--- src/rtl/reg_access_arbiter.sv ---
// ---------------------------------------------------------------------------
// reg_access_arbiter
//
// Two-requester arbiter and sequencer in front of a single-port 16 x 32-bit
// register file. Only one command is accepted at a time, so the register
// file never sees read_en and write_en in the same cycle.
//
// Sequence per command: IDLE (arbitrate, gnt pulse) -> ISSUE (one strobe to
// the register file) -> RESP (reads only: rvalid pulse to the owner).
//
// Ports
//   clk, rst_n                  clock (rising edge), async active-low reset
//   a_req/a_we/a_addr/a_wdata   requester A command (held until a_gnt)
//   a_gnt                       A command accepted, one-cycle pulse
//   a_rvalid/a_rdata            A read response, one-cycle pulse
//   b_*                         same set for requester B
//   rf_read_en/rf_write_en      register file strobes (ISSUE cycle only)
//   rf_addr/rf_write_data       register file address / write data (held)
//   rf_read_data                register file read data, valid the cycle
//                               after rf_read_en
//
// Configuration
//   REG_ARB_FIXED_PRIO_EN  defined: A always wins contention (B may starve).
//                          undefined (default): round-robin arbitration.
// ---------------------------------------------------------------------------
module reg_access_arbiter #(
   parameter int DATA_W = 32,
   parameter int ADDR_W = 4
) (
   input  logic              clk,
   input  logic              rst_n,

   input  logic              a_req,
   input  logic              a_we,
   input  logic [ADDR_W-1:0] a_addr,
   input  logic [DATA_W-1:0] a_wdata,
   output logic              a_gnt,
   output logic              a_rvalid,
   output logic [DATA_W-1:0] a_rdata,

   input  logic              b_req,
   input  logic              b_we,
   input  logic [ADDR_W-1:0] b_addr,
   input  logic [DATA_W-1:0] b_wdata,
   output logic              b_gnt,
   output logic              b_rvalid,
   output logic [DATA_W-1:0] b_rdata,

   output logic              rf_read_en,
   output logic              rf_write_en,
   output logic [ADDR_W-1:0] rf_addr,
   output logic [DATA_W-1:0] rf_write_data,
   input  logic [DATA_W-1:0] rf_read_data
);

   typedef enum logic [1:0] {
      IDLE  = 2'd0,
      ISSUE = 2'd1,
      RESP  = 2'd2
   } state_t;

   state_t state;
   state_t state_nxt;

   // Latched command attributes needed after the grant. The address and
   // write data are captured directly into rf_addr / rf_write_data, which
   // already hold their value outside ISSUE.
   logic lat_we;
   logic lat_owner;            // 0 = A, 1 = B

   logic              accept;
   logic              win_b;   // 1 = B wins this IDLE cycle
   logic              cmd_we;
   logic [ADDR_W-1:0] cmd_addr;
   logic [DATA_W-1:0] cmd_wdata;

   // ------------------------------------------------------------------
   // Arbitration
   // ------------------------------------------------------------------
`ifdef REG_ARB_FIXED_PRIO_EN
   // B only wins when A is not asking.
   always_comb begin
      win_b = b_req & ~a_req;
   end
`else
   logic last_owner;           // 0 = A, 1 = B; reset to B so A wins first

   // A lone requester wins; under contention the one that did not own the
   // previous command wins.
   always_comb begin
      win_b = b_req & (~a_req | ~last_owner);
   end

   always_ff @(posedge clk or negedge rst_n) begin
      if (!rst_n) begin
         last_owner <= 1'b1;
      end else if (accept) begin
         last_owner <= win_b;
      end
   end
`endif

   // NOTE: every signal assigned in an always_comb gets a value on every
   // path (defaults first), otherwise synthesis infers a latch.
   always_comb begin
      accept    = (state == IDLE) && (a_req || b_req);
      cmd_we    = win_b ? b_we    : a_we;
      cmd_addr  = win_b ? b_addr  : a_addr;
      cmd_wdata = win_b ? b_wdata : a_wdata;
      // Grants are combinational; gating by rst_n keeps them low while the
      // block is held in reset even if requests are pending.
      a_gnt     = accept && !win_b && rst_n;
      b_gnt     = accept &&  win_b && rst_n;
   end

   // ------------------------------------------------------------------
   // State machine
   // ------------------------------------------------------------------
   // NOTE: sequential state uses non-blocking assignments so every flop
   // samples pre-edge values regardless of statement order.
   always_ff @(posedge clk or negedge rst_n) begin
      if (!rst_n) begin
         state <= IDLE;
      end else begin
         state <= state_nxt;
      end
   end

   always_comb begin
      state_nxt = state;
      case (state)
         IDLE:    if (accept) state_nxt = ISSUE;
         ISSUE:   state_nxt = lat_we ? IDLE : RESP;
         RESP:    state_nxt = IDLE;
         default: state_nxt = IDLE;
      endcase
   end

   // ------------------------------------------------------------------
   // Command latch and register file drive
   // ------------------------------------------------------------------
   // The strobes are loaded on the accepting edge so they are high exactly
   // during ISSUE, and cleared on every other edge. Reset clears them
   // asynchronously, which aborts an in-flight write before it lands.
   always_ff @(posedge clk or negedge rst_n) begin
      if (!rst_n) begin
         lat_we        <= 1'b0;
         lat_owner     <= 1'b0;
         rf_read_en    <= 1'b0;
         rf_write_en   <= 1'b0;
         rf_addr       <= '0;
         rf_write_data <= '0;
      end else if (accept) begin
         lat_we      <= cmd_we;
         lat_owner   <= win_b;
         rf_read_en  <= ~cmd_we;
         rf_write_en <= cmd_we;
         rf_addr     <= cmd_addr;
         if (cmd_we) begin
            rf_write_data <= cmd_wdata;
         end
      end else begin
         rf_read_en  <= 1'b0;
         rf_write_en <= 1'b0;
      end
   end

   // ------------------------------------------------------------------
   // Read response: register file output is valid during RESP
   // ------------------------------------------------------------------
   always_comb begin
      a_rvalid = (state == RESP) && !lat_owner;
      b_rvalid = (state == RESP) &&  lat_owner;
      a_rdata  = a_rvalid ? rf_read_data : '0;
      b_rdata  = b_rvalid ? rf_read_data : '0;
   end

   // The single-port register file must never see both strobes.
   rf_strobe_exclusive : assert property (
      @(posedge clk) disable iff (!rst_n) !(rf_read_en && rf_write_en)
   );

endmodule

--- config.mk ---
export PLATFORM = sky130hd
export DESIGN_NAME = reg_access_arbiter
export DESIGN_NICKNAME = d
export VERILOG_FILES = /design/src/rtl/reg_access_arbiter.sv
export SDC_FILE = /design/constraint.sdc
export NUM_CORES = 1
export LEC_CHECK = 0
export ABC_AREA = 0
export CORE_MARGIN = 2
export CORE_UTILIZATION = 34
export DETAILED_ROUTE_END_ITERATION = 8
export GPL_TIMING_DRIVEN = 0
export MAX_ROUTING_LAYER = met4
export PLACE_DENSITY = 0.79
export SYNTH_ARGS = -nofsm -noshare
export SYNTH_HDL_FRONTEND = slang
export SYNTH_SLANG_ARGS = --single-unit
--- constraint.sdc ---
create_clock -name clk -period 2.1 [get_ports clk]
set_clock_uncertainty 0.2 [all_clocks]
set_input_delay 0.525 -clock clk [delete_from_list [all_inputs] [get_ports clk]]
set_output_delay 0.525 -clock clk [all_outputs]
set_load 0.1 [all_outputs]
==> flow_summary.yaml <==
clock_tree:
  cts_tree: "done"
  clockRootBuffer: "clkbuf_8"
  cts_buffers: 5
  clk_pin_slew_ns: 0.09
  clock_path_buffers: 2
  clock-sinks: 43
  htreeDepth: 2
  insertion_delay_ns: 0.29
synthesis:
  syn_area_um2: 2810
  synth.avg_cell_area_um2: 9.39
  synth_top_area_share: 0.374
  ys_types: 26
  seq_area_frac_synth: 0.384
  synthCells: 299
  synth_top_area_cell: "dfrtp_1"
  synth-seq-cells: 43
  ys.flop_type: "dfrtp_1"
  synth_area_leaders: "dfrtp_1, a221oi_2, and2_1"
  yosysWarnings: 0
  synth_edf_count: 0
  syn_nets: 409
  async_flop_share: 1.00
critical_path:
  rrSetupSlack_ns: 0.11
  cpLargestDelayFamily: "simple AND/OR/NAND/NOR gates"
  r2r_cells: 6
  crit_type: "flip-flop to output port"
  cp-start-kind: "flip-flop"
  cp-end-kind: "output port"
  r2r_start: "state[0]"
  crit_required_ns: 1.37
  r2r_end: "rf_write_data[29]"
  cp_data_arrival_time_ns: 1.65
  cpPeakStageDelay_ns: 0.45
  crit_chain: "and3b_2 > clkbuf_8 > and2_2 > buf_12"
  path_max_fanout: 10
  cpMaxStageDelayCell: "dfrtp_2"
  critPathBufInv: 2
timing:
  period_needed_ns: 2.38
  period_share: 1.13
  clock.fmax_mhz: 421
  finalHoldViolations: 0
  setup_ws_ns: -0.277
  rsz0062_at_grt: "true"
  relSlewSlack: 0.463
  whs_ns: 0.0906
  final-setup-viol-count: 68
  drv_slew: 0
  worst_slew_pin_slew_ns: 0.802
finish:
  layout_commonest_cell: "clkdlybuf4s50_1"
  final_area_um2: 6450
  final_layout_size_suffix_gt1_frac: 0.488
  final_cell_mix: "clkdlybuf4s50_1, buf_12, and2_4"
  area_delta_synth_final_pct: 130
  stdcell_count: 648
  antennaDiodeCount: 0
  finalNetCount: 653
floorplanning:
  io_pins: 216
  fp.dieH_um: 94.9
  rows: 33
  start_util: 0.347
  fp.coreArea_um2: 8090
  die_w_um: 94.9
  dieArea_um2: 9010
placement:
  dp_cells: 619
  gp_congestion: 0.787
  hpwl_mm: 8.41
  dpl-instance-area_um2: 5250
  io_buffers: 214
grt:
  antenna_found_initial: 0
  grt_pass1_wl_mm: 20.0
  grt.overflow.total: 0
  grt_pass1_vias: 3597
  grt_max_degree: 26
  grtUsageTotal: 0.298
detailed_routing:
  route.antenna.remaining_nets: 0
  vias: 3469
  routedWlPerCell_um: 21.8
  dr.pass1.iters: 4
  route.detailed.drc: 0
  via_per_inst: 5.35
  routed_wirelength_mm: 14.1
  drt_iter0_drc: 235
hold_path:
  hp-class: "input pin to async pin"
pwr:
  ir_drop_mv: 1.47
  leakagePower_nw: 2.73
  total_power_mw: 9.92
  pwr_density_cell_nw_per_um2: 1540
run:
  drv_cap: 0
run_status:
  outcome: "finished with violations"
  violations: "setup timing"
[power breakdown]
part	switching [mW]	internal (mW)	total [mW]
logic	5.38	2.47	7.85
clock network	0.288	0.259	0.547
registers	0.275	1.24	1.52
[layout make-up]
| cell class | instances | area, um^2 |
|---|---|---|
| Clock buffer | 6 | 82.6 |
| Sequential cell | 43 | 1080 |
| Timing Repair Buffer | 238 | 3120 |
| Clock inverter | 1 | 5.00 |
| Fill cell | 449 | 1640 |
| Tap cell | 105 | 131 |
| Buffer | 33 | 264 |
| Multi-Input combinational cell | 188 | 1650 |
| Inverter | 34 | 128 |
[tightest hold or removal path: stages]
cell and delay (ns):
buf_4 0.12, buf_12 0.12, buf_12 0.17
[how the worst max path moves through the flow]
stage,start,end,slack (ns),cells after the start
finish,state[0],b_rdata[9],-0.28,4
global route,state[0],b_rdata[13],-0.32,4
CTS,state[1],a_rdata[29],-0.22,5
detailed placement,a_req,a_gnt,-1.89,5
global placement,rst_n,b_gnt,-2.65,3
floorplan,b_req,a_gnt,-0.18,3
[synthesized netlist by cell type (3+ instances only)]
library cell	n
dfrtp_1	42
a221oi_2	30
buf_2	4
buf_4	3
a221o_1	4
buf_6	3
nor2_1	3
nor3_1	32
and2_1	65
a31oi_1	32
inv_1	34
clkbuf_1	23
and3_1	6
[registers in the layout (all words and copies together), names as in the netlist]
signal / flops
last_owner: 1
lat_owner: 1
lat_we: 1
rf_addr: 4
rf_read_en: 1
rf_write_data: 32
rf_write_en: 1
state: 2
[cell families (layout without fill, tap and decap cells)]
| family | count (synthesis) | count (layout) | share of synthesized area |
|---|---|---|---|
| AOI/OAI and AO/OA | 72 | 72 | 0.264 |
| buffers and inverters | 68 | 312 | 0.105 |
| DFF | 43 | 43 | 0.384 |
| muxes | 2 | 2 | 0.00713 |
| and+or+nand+nor | 114 | 114 | 0.241 |
[per-stage QoR]
step / utilization / setup slack (ns) / TNS [ns]
2_1_floorplan: - / -0.177 / -4.99
3_3_place_gp: 0.647 / -2.65 / -134.06
3_5_place_dp: 0.649 / -1.89 / -93.19
4_1_cts: 0.780 / -0.217 / -12.95
5_1_grt: 0.797 / -0.325 / -18.92
6_report: 0.797 / -0.277 / -15.64
[what timing repair did]
action,4_1_cts,5_1_grt
setup buffers,6,12
gates resized for setup,769,19
hold buffers,2,0
endpoints found under the hold margin,17,0
endpoints found under the setup margin,140,96
pin swaps,29,2
gates cloned,3,0
[metal layers]
metal / vias to the layer above / track usage / share of wire
li1: 1565 / - / -
met5: - / - / 0
met1: 1681 / 0.335 / 0.38
met2: 187 / 0.530 / 0.51
met4: 0 / 0.0785 / 0.025
met3: 36 / 0.0726 / 0.077
No activity file was read; power rests on OpenSTA's default activity.
